[src/rtl/fetch_pkg.sv]
// Shared types and default constants for the instruction fetch queue.
package fetch_pkg;

   localparam int ADDR_W_DEF   = 16;
   localparam int DATA_W_DEF   = 16;
   localparam int RESET_PC_DEF = 0;
   localparam int INC_DEF      = 2;

   typedef enum logic [1:0] {
      RUN,
      DRAIN,
      HALT
   } state_e;

   // Queue entry at the default widths; the top re-declares it at its own widths.
   typedef struct packed {
      logic [DATA_W_DEF-1:0] instr;
      logic [ADDR_W_DEF-1:0] pc;
      logic [ADDR_W_DEF-1:0] pc_next;
   } fq_entry_t;

endpackage

[src/rtl/fetch_queue_unit_if.sv]
// Fetch-unit bus: control inputs, instruction-memory port and decode handshake.
interface fetch_queue_unit_if #(
   parameter int ADDR_W = 16,
   parameter int DATA_W = 16
);
   logic              redirect_valid;
   logic [ADDR_W-1:0] redirect_pc;
   logic              halt_req;
   logic              imem_req;
   logic [ADDR_W-1:0] imem_addr;
   logic              imem_stall;
   logic              imem_rsp_valid;
   logic [DATA_W-1:0] imem_rsp_data;
   logic              if_valid;
   logic [DATA_W-1:0] if_instr;
   logic [ADDR_W-1:0] if_pc;
   logic [ADDR_W-1:0] if_pc_next;
   logic              id_ready;
   logic              halted;

   modport master (
      input  redirect_valid, redirect_pc, halt_req, imem_stall,
             imem_rsp_valid, imem_rsp_data, id_ready,
      output imem_req, imem_addr, if_valid, if_instr, if_pc, if_pc_next, halted
   );

   modport slave (
      output redirect_valid, redirect_pc, halt_req, imem_stall,
             imem_rsp_valid, imem_rsp_data, id_ready,
      input  imem_req, imem_addr, if_valid, if_instr, if_pc, if_pc_next, halted
   );
endinterface

[src/rtl/sync_fifo.sv]
// Synchronous FIFO with flush; storage is not reset, only pointers and count.
module sync_fifo #(
   parameter int WIDTH = 8,
   parameter int DEPTH = 4
) (
   input  logic                   clk,
   input  logic                   rst,
   input  logic                   push,
   input  logic [WIDTH-1:0]       din,
   input  logic                   pop,
   input  logic                   flush,
   output logic [WIDTH-1:0]       dout,
   output logic [$clog2(DEPTH):0] count,
   output logic                   empty
);
   localparam int PTR_W = $clog2(DEPTH);
   localparam int CNT_W = PTR_W + 1;

   logic [WIDTH-1:0] mem_q [DEPTH];
   logic [WIDTH-1:0] mem_d [DEPTH];
   logic [PTR_W-1:0] rd_q, rd_d, wr_q, wr_d;
   logic [CNT_W-1:0] cnt_q, cnt_d;
   logic             full, do_push, do_pop;

   assign empty   = (cnt_q == '0);
   assign full    = (cnt_q == CNT_W'(DEPTH));
   assign do_pop  = pop && !empty;
   // A push into a full FIFO is legal when the head leaves in the same cycle.
   assign do_push = push && (!full || do_pop);
   assign dout    = mem_q[rd_q];
   assign count   = cnt_q;

   always_comb begin
      mem_d = mem_q;
      rd_d  = rd_q + PTR_W'(do_pop);
      wr_d  = wr_q + PTR_W'(do_push);
      cnt_d = cnt_q + CNT_W'(do_push) - CNT_W'(do_pop);
      if (do_push) mem_d[wr_q] = din;
      if (flush) begin
         rd_d  = '0;
         wr_d  = '0;
         cnt_d = '0;
      end
   end

   always_ff @(posedge clk) begin
      mem_q <= mem_d;
   end

   always_ff @(posedge clk or posedge rst) begin
      if (rst) begin
         rd_q  <= '0;
         wr_q  <= '0;
         cnt_q <= '0;
      end else begin
         rd_q  <= rd_d;
         wr_q  <= wr_d;
         cnt_q <= cnt_d;
      end
   end
endmodule

[src/rtl/fetch_queue_unit.sv]
// Instruction fetch stage: PC, credit-limited memory requests, instruction queue, redirect/halt.
// Define FETCH_BYPASS_EN to forward a response straight to decode when the queue is empty.
module fetch_queue_unit
   import fetch_pkg::*;
#(
   parameter int ADDR_W   = ADDR_W_DEF,
   parameter int DATA_W   = DATA_W_DEF,
   parameter int DEPTH    = 4,
   parameter int RESET_PC = RESET_PC_DEF,
   parameter int INC      = INC_DEF
) (
   input logic                clk,
   input logic                rst,
   fetch_queue_unit_if.master bus
);
   localparam int CNT_W  = $clog2(DEPTH) + 1;
   localparam int USED_W = CNT_W + 1;
   localparam logic [ADDR_W-1:0] INC_A    = ADDR_W'(INC);
   localparam logic [ADDR_W-1:0] RST_PC_A = ADDR_W'(RESET_PC);

   typedef struct packed {
      logic [DATA_W-1:0] instr;
      logic [ADDR_W-1:0] pc;
      logic [ADDR_W-1:0] pc_next;
   } entry_t;

   state_e            state_q, state_d;
   logic [ADDR_W-1:0] pc_q, pc_d;
   logic [CNT_W-1:0]  out_q, out_d, drop_q, drop_d;
   logic [CNT_W-1:0]  q_count, tag_count;
   logic              q_empty, tag_empty;
   logic [ADDR_W-1:0] tag_head;
   entry_t            q_din, q_dout, head;
   logic [USED_W-1:0] used;
   logic              req, accept, rsp_live, rsp_drop, byp_valid, q_push, q_pop, if_valid;

   // Queued plus in-flight entries never exceed DEPTH, so the queue cannot overflow.
   assign used     = USED_W'(q_count) + USED_W'(out_q);
   assign req      = !rst && (state_q == RUN) && (used < USED_W'(DEPTH)) && !bus.redirect_valid;
   assign accept   = req && !bus.imem_stall;
   assign rsp_live = bus.imem_rsp_valid && (drop_q == '0) && !tag_empty;
   assign rsp_drop = bus.imem_rsp_valid && (drop_q != '0);

   assign q_din = '{instr: bus.imem_rsp_data, pc: tag_head, pc_next: tag_head + INC_A};

`ifdef FETCH_BYPASS_EN
   assign byp_valid = q_empty && rsp_live;
`else
   assign byp_valid = 1'b0;
`endif

   assign q_push   = rsp_live && !(byp_valid && bus.id_ready);
   assign q_pop    = bus.id_ready && !q_empty;
   assign head     = q_empty ? q_din : q_dout;
   assign if_valid = !q_empty || byp_valid;

   assign bus.imem_req   = req;
   assign bus.imem_addr  = pc_q;
   assign bus.if_valid   = if_valid;
   assign bus.if_instr   = if_valid ? head.instr : '0;
   assign bus.if_pc      = if_valid ? head.pc : '0;
   assign bus.if_pc_next = if_valid ? head.pc_next : '0;
   assign bus.halted     = (state_q == HALT);

   sync_fifo #(.WIDTH(ADDR_W), .DEPTH(DEPTH)) u_tag_fifo (
      .clk(clk), .rst(rst), .push(accept), .din(pc_q), .pop(rsp_live),
      .flush(bus.redirect_valid), .dout(tag_head), .count(tag_count), .empty(tag_empty)
   );

   sync_fifo #(.WIDTH($bits(entry_t)), .DEPTH(DEPTH)) u_instr_q (
      .clk(clk), .rst(rst), .push(q_push), .din(q_din), .pop(q_pop),
      .flush(bus.redirect_valid), .dout(q_dout), .count(q_count), .empty(q_empty)
   );

   always_comb begin
      state_d = state_q;
      pc_d    = pc_q;
      out_d   = out_q + CNT_W'(accept) - CNT_W'(rsp_live);
      drop_d  = drop_q;
      if (accept) pc_d = pc_q + INC_A;
      if (rsp_drop) drop_d = drop_q - CNT_W'(1);
      case (state_q)
         RUN:     if (bus.halt_req) state_d = HALT;
         DRAIN:   if (drop_d == '0) state_d = RUN;
         default: state_d = state_q;
      endcase
      // Every in-flight fetch becomes stale; a response landing this cycle is one of them.
      if (bus.redirect_valid) begin
         pc_d    = bus.redirect_pc;
         drop_d  = drop_q + out_q - CNT_W'(rsp_live || rsp_drop);
         out_d   = '0;
         state_d = (out_q == '0) ? RUN : DRAIN;
      end
   end

   always_ff @(posedge clk or posedge rst) begin
      if (rst) begin
         state_q <= RUN;
         pc_q    <= RST_PC_A;
         out_q   <= '0;
         drop_q  <= '0;
      end else begin
         state_q <= state_d;
         pc_q    <= pc_d;
         out_q   <= out_d;
         drop_q  <= drop_d;
      end
   end

   // A response with nothing outstanding and nothing to drop is ignored by the datapath.
   a_rsp_expected: assert property (@(posedge clk) disable iff (rst)
      bus.imem_rsp_valid |-> (drop_q != '0 || !tag_empty));
   a_tag_tracks_out: assert property (@(posedge clk) disable iff (rst) tag_count == out_q);
endmodule

[src/flat_wrapper.sv]
// flat-port wrapper written by rule: the top's interface ports become plain ports
module fetch_queue_unit_flat import fetch_pkg::*;
#(
   parameter int ADDR_W   = ADDR_W_DEF,
   parameter int DATA_W   = DATA_W_DEF,
   parameter int DEPTH    = 4,
   parameter int RESET_PC = RESET_PC_DEF,
   parameter int INC      = INC_DEF
)
  (clk, rst, bus_redirect_valid, bus_redirect_pc, bus_halt_req, bus_imem_stall, bus_imem_rsp_valid, bus_imem_rsp_data, bus_id_ready, bus_imem_req, bus_imem_addr, bus_if_valid, bus_if_instr, bus_if_pc, bus_if_pc_next, bus_halted);
  fetch_queue_unit_if #(.ADDR_W(ADDR_W), .DATA_W(DATA_W)) bus_i ();
  input logic clk;
  input logic rst;
  input wire logic [$bits(bus_i.redirect_valid)-1:0] bus_redirect_valid;
  input wire logic [$bits(bus_i.redirect_pc)-1:0] bus_redirect_pc;
  input wire logic [$bits(bus_i.halt_req)-1:0] bus_halt_req;
  input wire logic [$bits(bus_i.imem_stall)-1:0] bus_imem_stall;
  input wire logic [$bits(bus_i.imem_rsp_valid)-1:0] bus_imem_rsp_valid;
  input wire logic [$bits(bus_i.imem_rsp_data)-1:0] bus_imem_rsp_data;
  input wire logic [$bits(bus_i.id_ready)-1:0] bus_id_ready;
  output wire logic [$bits(bus_i.imem_req)-1:0] bus_imem_req;
  output wire logic [$bits(bus_i.imem_addr)-1:0] bus_imem_addr;
  output wire logic [$bits(bus_i.if_valid)-1:0] bus_if_valid;
  output wire logic [$bits(bus_i.if_instr)-1:0] bus_if_instr;
  output wire logic [$bits(bus_i.if_pc)-1:0] bus_if_pc;
  output wire logic [$bits(bus_i.if_pc_next)-1:0] bus_if_pc_next;
  output wire logic [$bits(bus_i.halted)-1:0] bus_halted;
  assign bus_i.redirect_valid = bus_redirect_valid;
  assign bus_i.redirect_pc = bus_redirect_pc;
  assign bus_i.halt_req = bus_halt_req;
  assign bus_i.imem_stall = bus_imem_stall;
  assign bus_i.imem_rsp_valid = bus_imem_rsp_valid;
  assign bus_i.imem_rsp_data = bus_imem_rsp_data;
  assign bus_i.id_ready = bus_id_ready;
  assign bus_imem_req = bus_i.imem_req;
  assign bus_imem_addr = bus_i.imem_addr;
  assign bus_if_valid = bus_i.if_valid;
  assign bus_if_instr = bus_i.if_instr;
  assign bus_if_pc = bus_i.if_pc;
  assign bus_if_pc_next = bus_i.if_pc_next;
  assign bus_halted = bus_i.halted;
  fetch_queue_unit #(.ADDR_W(ADDR_W), .DATA_W(DATA_W), .DEPTH(DEPTH), .RESET_PC(RESET_PC), .INC(INC)) u_core (.clk(clk), .rst(rst), .bus(bus_i));
endmodule
[config.mk]
export PLATFORM = sky130hd
export DESIGN_NAME = fetch_queue_unit_flat
export DESIGN_NICKNAME = d
export VERILOG_FILES = /design/src/rtl/fetch_pkg.sv /design/src/rtl/fetch_queue_unit_if.sv /design/src/rtl/sync_fifo.sv /design/src/rtl/fetch_queue_unit.sv /design/src/flat_wrapper.sv
export SDC_FILE = /design/constraint.sdc
export NUM_CORES = 1
export LEC_CHECK = 0
export BUFFER_PORTS_ARGS = -buffer_cell sky130_fd_sc_hd__buf_2
export CAP_MARGIN = 15
export CORE_MARGIN = 4
export CORE_UTILIZATION = 50
export CTS_BUF_LIST = sky130_fd_sc_hd__clkbuf_4
export CTS_CLUSTER_DIAMETER = 50
export DETAILED_ROUTE_END_ITERATION = 8
export PLACE_DENSITY = 0.71
export SKIP_LAST_GASP = 1
export SYNTH_ARGS = -nofsm -noshare
export SYNTH_HDL_FRONTEND = slang
export SYNTH_SLANG_ARGS = --single-unit
[constraint.sdc]
create_clock -name clk -period 11.4 [get_ports clk]
set_input_delay 1.14 -clock clk [delete_from_list [all_inputs] [get_ports clk]]
set_output_delay 1.14 -clock clk [all_outputs]
set_load 0.02 [all_outputs]
# Word-level counts from Yosys, hierarchy flattened
# Index checks and enable logic that the tools add are counted.
# W data, S select, Z words.
[totals]
register_bits = 294
input_bits = 39
out_inout_bits = 67
[op_classes]
addsub = 16
magnitude_cmp = 7
n_eq_ne = 6
mux = 31
n_bitwise = 4
reduce_logical = 34
[ops]
columns = ["operator", "count"]
rows = [
  ["$bwmux W192", 1],
  ["$mux W48", 3],
  ["$mux W16", 8],
  ["$bmux W48 S2", 1],
  ["$demux W48 S2", 1],
  ["$bwmux W64", 1],
  ["$add A16 B2 Y16 const B", 2],
  ["$bmux W16 S2", 1],
  ["$demux W16 S2", 1],
  ["$logic_not A3 Y1", 5],
  ["$mux W3", 5],
  ["$logic_and A1 B1 Y1", 14],
  ["$mux W2", 7],
  ["$ge A3 B3 Y1 const B", 4],
  ["$not A2 Y3", 4],
  ["$sub A3 B1 Y3", 4],
  ["$add A3 B1 Y3", 3],
  ["$add A2 B1 Y2", 4],
  ["$logic_not A1 Y1", 7],
  ["$eq A3 B3 Y1 const B", 2],
  ["$lt A3 B1 Y1 const B", 2],
  ["$reduce_bool A3 Y1", 2],
  ["$add A3 B3 Y4", 1],
  ["$lt A4 B3 Y1 const B", 1],
  ["other kinds (12)", 14],
]

# Depth between registers and ports, before layout
# Gate-level depths: netlist of the first run.
[logic_depth]
ltp_word = 9
ltp_mapped = 13

# By module
# Synthesis of the first run repeated with hierarchy kept, for this count alone.
[hier_totals]
hier_cells = 665
hier_area_um2 = 12226.7
[by_module_without_submodules]
columns = ["mod", "n_inst", "cells_each", "area_per_inst_um2", "seq_area_each_um2"]
rows = [
  ["sync_fifo at u_core.u_instr_q", 1, 284, 7325.8, 5940.7],
  ["sync_fifo at u_core.u_tag_fifo", 1, 118, 2762.6, 2097.0],
  ["fetch_queue_unit", 1, 263, 2138.3, 600.6],
]

# Least setup slack after synthesis of the first run
# OpenSTA, ideal clock, no wires.
[synth_path]
path_kind = "input port to flip-flop"
from = "input bus_imem_rsp_valid"
to = "register u_core.u_instr_q.mem_q[49] (netlist bit) (enable)"
setup_time_ns = 0.520
arrival_ns = 5.136
required_ns = 10.880
path_slack_ns = 5.744
path_stages = 4
path_cell_list = "nand3b_1 -> nor2_1 -> o41ai_1 -> nor3b_1"
[synth_between]
elab_chain_len = 3
[synth_rtl]
columns = ["item", "line_no", "rtl"]
rows = [
  ["start: declaration", "flat_wrapper.sv:18", "input wire logic [$bits(bus_i.imem_rsp_valid)-1:0] bus_imem_rsp_valid;"],
  ["$logic_and A1 B1 Y1 (2 in series)", "fetch_queue_unit.sv:41", "assign rsp_live = bus.imem_rsp_valid && (drop_q == '0) && !tag_empty;"],
  ["$logic_and A1 B1 Y1", "sync_fifo.sv:29", "assign do_push = push && (!full || do_pop);"],
  ["end signal: assignment", "sync_fifo.sv:47", "mem_q <= mem_d;"],
  ["end: declaration", "sync_fifo.sv:19", "logic [WIDTH-1:0] mem_q [DEPTH];"],
]
# No other way between the ends.
# A chain may end at the register's enable or synchronous reset.

# Worst setup path in the final report of the first run
[layout_path]
from = "register u_core.u_instr_q.rd_q[0]"
to = "output bus_if_pc[2]"
[layout_between]
elab_chain_len = 5
[layout_rtl]
columns = ["item", "line_no", "rtl"]
rows = [
  ["start: declaration", "sync_fifo.sv:21", "logic [PTR_W-1:0] rd_q, rd_d, wr_q, wr_d;"],
  ["start signal: assignment", "sync_fifo.sv:56", "rd_q <= rd_d;"],
  ["$not A2 Y3 (implied by the code)", "sync_fifo.sv:30", "assign dout = mem_q[rd_q];"],
  ["$bmux W48 S2", "sync_fifo.sv:30", ""],
  ["$mux W48 (implied by the code) (2 in series)", "sync_fifo.sv:30", ""],
  ["$mux W16", "fetch_queue_unit.sv:61", "assign bus.if_pc = if_valid ? head.pc : '0;"],
  ["end: declaration", "flat_wrapper.sv:25", "output wire logic [$bits(bus_i.if_pc)-1:0] bus_if_pc;"],
]
# No other way between the ends. The select of a mux whose other input is x is not followed.

==> results of run 1 <==
## stage by stage
step | worst slack [ns] | std cells | area [µm²] | utilization | total power [µW]
global placement | 7.45 | 1067 | 12900 | 0.548 | 1980
CTS | 7.43 | 1194 | 13900 | 0.589 | 2900
floorplan | 5.74 | 659 | 12000 | - | 1780
detailed placement | 7.30 | 1067 | 12900 | 0.548 | 2000
global route | 7.31 | 1195 | 13900 | 0.589 | 3010
finish | 7.56 | 1195 | 13900 | 0.589 | 2850
## Yosys cell counts, types with 2 or more instances
master / instances
fa_1: 4
buf_4: 2
mux2i_1: 3
and3_1: 4
dfrtp_1: 38
nor2_1: 23
mux4_2: 53
a21o_1: 4
nor4_1: 3
xor2_1: 6
buf_2: 6
nand2_1: 24
ha_1: 19
nand3_1: 11
edfxtp_1: 252
a221o_1: 5
nor2b_1: 57
a21oi_1: 6
mux4_1: 10
o31ai_1: 3
nand4_1: 4
xnor2_1: 26
clkbuf_1: 15
inv_1: 27
nor3b_1: 3
nor3_1: 11
o21ai_0: 15
o21ai_1: 2
nor3_2: 3
## cell families after synthesis
| kind of cell | after synthesis |
|---|---|
| AO/OA/AOI/OAI | 40 |
| buffers and inverters | 53 |
| XOR/XNOR | 32 |
| flip-flops | 290 |
| adder cells (fa/ha/maj) | 23 |
| AND/OR/NAND/NOR | 154 |
| multiplexers | 67 |
## worst min path at each step
stage | start | slack (ns) | endpoint
detailed placement | u_core.u_instr_q.rd_q[1] | 0.54 | u_core.u_instr_q.rd_q[1]
floorplan | u_core.out_q[0] | 0.52 | u_core.state_q[0]
finish | u_core.u_instr_q.rd_q[1] | 0.56 | u_core.u_instr_q.rd_q[1]
global route | u_core.bus.imem_addr[0] | 0.58 | u_core.u_tag_fifo.mem_q[16]
CTS | u_core.bus.imem_addr[0] | 0.56 | u_core.u_tag_fifo.mem_q[16]
global placement | u_core.u_instr_q.rd_q[1] | 0.53 | u_core.u_instr_q.rd_q[1]
## flip-flops by register name, summed over array words and instances, names as in the netlist
name / count
u_core.drop_q: 3
u_core.u_instr_q.mem_q: 188
u_core.bus.imem_addr: 16
u_core.u_tag_fifo.wr_q: 2
u_core.u_tag_fifo.count: 3
u_core.u_instr_q.rd_q: 2
u_core.state_q: 2
u_core.u_instr_q.count: 3
u_core.u_tag_fifo.rd_q: 2
u_core.out_q: 3
u_core.u_tag_fifo.mem_q: 64
u_core.u_instr_q.wr_q: 2
## cell usage in the layout, fill, tap and decap left out, drive strengths merged, types with 3 or more instances in the layout
cell type    n
nor2b       57
xnor2       26
fa           4
o21ai       17
nand3       11
nand2       24
bufinv       3
nor3        14
a221o        5
and3         5
dfrtp       38
ha          19
inv         27
a21o         4
nor2        23
clkinv      17
nand4        5
mux4        63
nor3b        3
xor2         6
edfxtp     252
mux2i        3
o31ai        3
nor4         4
buf        115
clkbuf     106
a21oi        6
## report_power, final
| group | switching, µW | internal, µW | total [µW] |
|---|---|---|---|
| registers | 90.3 | 1200 | 1290 |
| logic | 379 | 293 | 672 |
| clock network | 390 | 496 | 885 |
| total | 859 | 1990 | 2850 |
## area by class of cell
| cell class | count | area [µm²] | area share |
|---|---|---|---|
| antenna | 1 | 2.50 | 0.000180 |
| clock buffer | 106 | 796 | 0.0574 |
| clock inverter | 21 | 171 | 0.0124 |
| inverter | 27 | 101 | 0.00731 |
| multi-input combinational | 316 | 3280 | 0.236 |
| sequential | 290 | 8520 | 0.615 |
| tap | 319 | 399 | 0.0288 |
| timing repair buffer | 115 | 601 | 0.0433 |
## metal layers
layer	global-route usage	vias to the layer above	part of all wire
met2	0.289	200	0.50
met5	0	-	0
met3	0.0420	31	0.051
li1	-	2941	-
met4	0.0583	0	0.015
met1	0.231	3303	0.43
## critical path, stage by stage, from the launching register on
cell and delay, ns:
dfrtp_4 1.08, mux4_2 0.61, nor2b_1 0.17, buf_2 0.20
==> metrics.txt, run 1 <==
Seq cells post-synth 290; Slew HR 0.338; actual slew at the worst max-slew pin 0.993 ns; largest family of logic cells by synthesized area multiplexers; die height 163 µm; Synth cell types 49; die width 163 µm; hold-fix buffers at CTS 0; crit path DAT 2.70 ns; Post-synth EDFFs 252; Power Dens Cells 205 nW/µm²; Nets 885; FF-to-FF End u_core.u_tag_fifo.count[2]; Initial Util 0.510; ys async rst share 0.131; fin. max-slew vios 0; global-route wire length before repair 36300 µm; DRT Pass-1 Iters 5; Die ar. 26500 µm²; initial antenna violation count 1; gr ovfl total 0; final setup fails 0; Max Freq 260 MHz; Gate Count Post-Synth 659; Req. time, crit path 10.26 ns; Clk Latency, worst-skew pair 0.66 ns; mux contribution to synthesized area 0.125; share of cells above drive strength 1 0.342; TritonCTS buffer count 73; synthesized area 12000 µm²; xor/xnor share of the synthesized area 0.0234; setup TNS 0 ns; initial DRC count 407; unrepaired setup endpoints after global routing no; IO Count 106; via count 6475; Routed Antenna Nets 0; worst-path fanout max 48; period utilization 0.337; CTS Sinks 290; area delta synth->final 15.6%; Synth Area per Inst 18.2 µm²; top post-synthesis cells by area edfxtp_1, mux4_2, dfrtp_1; post-CTS sizing 0; All-Layer GR Usage 0.175; r2r startpoint u_core.u_instr_q.count[1]; leakage 0.00502 µW; status completed; gpl congestion 0.840; sequential share of the synthesized area 0.710; Synth Area in Compound Gates 0.0215; Clock Path Buffers 3; top cell type's share of synthesized area 0.631; post-CTS setup repair buffer count 0; Row Count 56; core area 23500 µm²; vias in the first global route 6971; syn nets 721; Hold Path Class register to register; clock-pin slew on the worst setup and hold paths 0.07 ns; Clock Skew 0.0524 ns; htree depth 3; IO buf count 105; Yosys Warn Count 0; Remaining DRCs 0; post-route minimum period 3.84 ns; peak supply drop 142 µV; max_cap viols 0; worst hold slack 0.558 ns; Worst setup endpoint bus_if_pc[2]; worst setup path start u_core.u_instr_q.rd_q[0]; FF-to-FF path depth 12; drt total wl 22400 µm; R2R Setup Slk 8.16 ns; drt wl/cell 18.8 µm; dpl hpwl 13500 µm; critical path class register to output port; Crit. End Element output port; largest net degree at the start of global routing 51; Simple-Gate Fraction of Synth Area 0.0740; Synth area leader edfxtp_1; Vias/cell 5.42; CTS tree built; number of stages on the worst hold path 2; Hold Fails Final Rpt 0; CTS root buffer clkbuf_4; fill count 1817; adder-cell share of the synthesized area 0.0265; Startpoint Class register; top_reg_cell synth edfxtp_1
(Power assumes the default switching activity.)
==> inputs of run 2 (changes only) <==
--- a/config.mk
+++ b/config.mk
@@ -5,6 +5,7 @@
 export SDC_FILE = /design/constraint.sdc
 export NUM_CORES = 1
 export LEC_CHECK = 0
+export ABC_AREA = 1
 export BUFFER_PORTS_ARGS = -buffer_cell sky130_fd_sc_hd__buf_2
 export CAP_MARGIN = 15
 export CORE_MARGIN = 4
@@ -12,7 +13,7 @@
 export CTS_BUF_LIST = sky130_fd_sc_hd__clkbuf_4
 export CTS_CLUSTER_DIAMETER = 50
 export DETAILED_ROUTE_END_ITERATION = 8
-export PLACE_DENSITY = 0.71
+export PLACE_DENSITY = 0.73
 export SKIP_LAST_GASP = 1
 export SYNTH_ARGS = -nofsm -noshare
 export SYNTH_HDL_FRONTEND = slang
==> constraint.sdc (replaced) <==
create_clock -name clk -period 3.2 [get_ports clk]
set_input_delay 0.32 -clock clk [delete_from_list [all_inputs] [get_ports clk]]
set_output_delay 0.32 -clock clk [all_outputs]
set_load 0.02 [all_outputs]
==> metrics.txt, run 2 <==
Sw Share 0.351 (was 0.302); top-count cell post-synth edfxtp_1 (unchanged); placed cells 1546 (was 1067); CTS tree built (unchanged); commonest cells in the synthesized netlist edfxtp_1, nor2_1, nand2_1 (was edfxtp_1, nor2b_1, mux4_2); hold path endpoint u_core.bus.imem_addr[5] (was u_core.u_instr_q.rd_q[1]); Power Dens Cells 698 nW/µm² (was 205 nW/µm²); critical path class register to output port (unchanged); FF-to-FF path depth 12 (unchanged); Clock Path Buffers 3 (unchanged); r2r startpoint u_core.u_instr_q.count[2] (was u_core.u_instr_q.count[1]); TritonCTS buffer count 75 (was 73); area delta synth->final 17.2% (was 15.6%); CP cell instances inv_1 > buf_4 > nor2_1 > o21ai_0 > a21oi_1 > buf_2 (was mux4_2 > nor2b_1 > buf_2); DRT Pass-1 Iters 5 (unchanged); syn nets 1212 (was 721); gr ovfl total 0 (unchanged); Flop pwr share 0.429 (was 0.453); crit path DAT 2.57 ns (was 2.70 ns); global-route wire length before repair 43000 µm (was 36300 µm); Switch Pwr 3620 µW (was 859 µW); Worst Path Buf+Inv 3 (was 1); final setup fails 0 (unchanged); largest net degree at the start of global routing 96 (was 51); Post-Layout Cell Count 1708 (was 1195); Req. time, crit path 2.88 ns (was 10.26 ns); drt total wl 26700 µm (was 22400 µm); clock-pin slew on the worst setup and hold paths 0.06 ns (was 0.07 ns); top_reg_cell synth edfxtp_1 (unchanged); R2R Setup Slk 0.55 ns (was 8.16 ns); Vias/cell 5.19 (was 5.42); Largest Register u_core.u_instr_q.mem_q (unchanged); GR peak layer met2 (unchanged); internal power 6690 µW (was 1990 µW); critical path's largest stage delay 0.63 ns (was 1.08 ns); ys async rst share 0.131 (unchanged); min-delay src bus_redirect_pc[5] (was u_core.u_instr_q.rd_q[1]); share of cells above drive strength 1 0.199 (was 0.342); worst setup path start u_core.u_instr_q.rd_q[1] (was u_core.u_instr_q.rd_q[0]); post-route minimum period 2.89 ns; crit-path leading delay family buffers and inverters (was flip-flops); Clk network pwr share 0.280 (was 0.311); sequential share of the synthesized area 0.676 (was 0.710); period utilization 0.903; gpl congestion 0.878 (was 0.840); GR Util met1 0.240 (was 0.231); unrepaired setup endpoints after global routing no (unchanged); via count 8863 (was 6475); Initial Util 0.514 (was 0.510); Seq cells post-synth 290 (unchanged); Yosys Warn Count 0 (unchanged); fin. max-slew vios 0 (unchanged); status completed (unchanged); number of stages on the worst hold path 5 (was 2); Nets 1393 (was 885); Remaining DRCs 0 (unchanged); Synth Area per Inst 11.0 µm² (was 18.2 µm²); leading cell type in the layout, fill and taps excluded edfxtp_1 (unchanged); max_cap viols 0 (unchanged); vias in the first global route 8651 (was 6971); Clk Latency, worst-skew pair 0.67 ns (was 0.66 ns); CTS root buffer clkbuf_4 (unchanged); initial antenna violation count 1 (unchanged); Post-synth EDFFs 252 (unchanged); Routed Antenna Nets 0 (unchanged); Synth cell types 37 (was 49); Slew HR 0.399 (was 0.338); actual slew at the worst max-slew pin 0.900 ns (was 0.993 ns); die width 167 µm (was 163 µm); commonest non-fill, non-tap cells in the layout edfxtp_1, nor2_1, nand2_1 (was edfxtp_1, clkbuf_4, buf_2); M3 GR Usage 0.0434 (was 0.0420); Slowest cell on crit path inv_1 (was dfrtp_4); Die ar. 27800 µm² (was 26500 µm²); Gate Count Post-Synth 1150 (was 659); Synth area leader edfxtp_1 (unchanged); Row Count 57 (was 56); dpl hpwl 15500 µm (was 13500 µm); CTS Sinks 290 (unchanged); GRT met2 Usage 0.330 (was 0.289); top post-synthesis cells by area edfxtp_1, dfrtp_1, nor2_1 (was edfxtp_1, mux4_2, dfrtp_1); Max Freq 346 MHz; die height 167 µm (was 163 µm); max reg flops 188 (unchanged); Hold Fails Final Rpt 0 (unchanged); htree depth 3 (unchanged); Crit. End Element output port (unchanged); IO buf count 105 (unchanged); IO Count 106 (unchanged); power share of the combinational group 0.291 (was 0.236); worst-path fanout max 19 (was 48); initial DRC count 738 (was 407); FF-to-FF End u_core.u_tag_fifo.count[2] (unchanged); synthesized area 12600 µm² (was 12000 µm²); top cell type's share of synthesized area 0.600 (was 0.631); drt wl/cell 15.6 µm (was 18.8 µm); leakage 0.00585 µW (was 0.00502 µW); peak supply drop 435 µV (was 142 µV); core area 24500 µm² (was 23500 µm²); Hold Path Class input port to register (was register to register); Clock Skew 0.0450 ns (was 0.0524 ns); total power 10300 µW (was 2850 µW); All-Layer GR Usage 0.192 (was 0.175); Startpoint Class register (unchanged)
[run 2: worst register-to-register path, delay by kind of cell (launching register included)]
family,cells,cell delay [ns]
AND/OR/NAND/NOR,5,0.73
adder cells (fa/ha/maj),4,1.13
flip-flops,1,0.41
XOR/XNOR,1,0.15
buffers and inverters,2,0.11
[run 2: per-stage QoR]
step | setup TNS, ns | util | hold slack (ns) | setup WS (ns) | cell area [µm²]
finish | 0 | 0.602 | 0.0455 | 0.311 | 14800
floorplan | -64.21 | - | 0.419 | -0.342 | 12600
global placement | 0 | 0.553 | 0.521 | 0.621 | 13600
global route | 0 | 0.602 | 0.0413 | 0.137 | 14800
CTS | 0 | 0.602 | 0.00233 | 0.248 | 14800
detailed placement | 0 | 0.553 | 0.531 | 0.555 | 13600
[run 2: routing by layer]
metal,up-vias,share of wire
met4,0,0.014
li1,4333,-
met5,-,0
met1,4202,0.42
met3,39,0.063
met2,289,0.50
[run 2: worst max-delay path by stage]
stage / to / slack, ns / cells past startpoint
2_1_floorplan: u_core.u_instr_q.mem_q[100] / -0.34 / 6
3_3_place_gp: u_core.u_instr_q.count[2] / 0.62 / 12
3_5_place_dp: u_core.u_instr_q.count[2] / 0.56 / 12
4_1_cts: bus_if_instr[7] / 0.25 / 6
5_1_grt: bus_if_instr[7] / 0.14 / 6
6_report: bus_if_instr[7] / 0.31 / 6
[run 2: power groups by stage]
| stage | Combinational [µW] | Clock [µW] | Sequential (µW) |
|---|---|---|---|
| after floorplan | 2010 | 0 | 4480 |
| after global placement | 2930 | 0 | 4490 |
| after detailed placement | 2990 | 0 | 4500 |
| after CTS | 3030 | 2980 | 4420 |
| after global routing | 3310 | 3210 | 4440 |
| final | 3000 | 2890 | 4420 |
[run 2: cell type report]
class                   instances  area (µm²)
well taps                     324         405
fillers                      1956        9760
clock buffers                  96         721
flip-flops and latches        290        8520
multi-input cells             737        3620
inverters                      68         260
repair buffers                159        1090
diodes                          1        2.50
clock inverters                33         160
[run 2: repair_timing]
item / CTS / global route
endpoints found under the hold margin: 102 / 0
gates resized for setup: 0 / 0
hold buffers: 32 / 0
buffers inserted: 0 / 0
[run 2: cells by family after synthesis]
family,count (synthesis),synth area share
AOI/OAI and AO/OA,173,0.0703
xor gates and xnor gates,20,0.0139
adders and majority gates,23,0.0252
buffers and inverters,123,0.0427
DFF,290,0.676
and+or+nand+nor,521,0.172
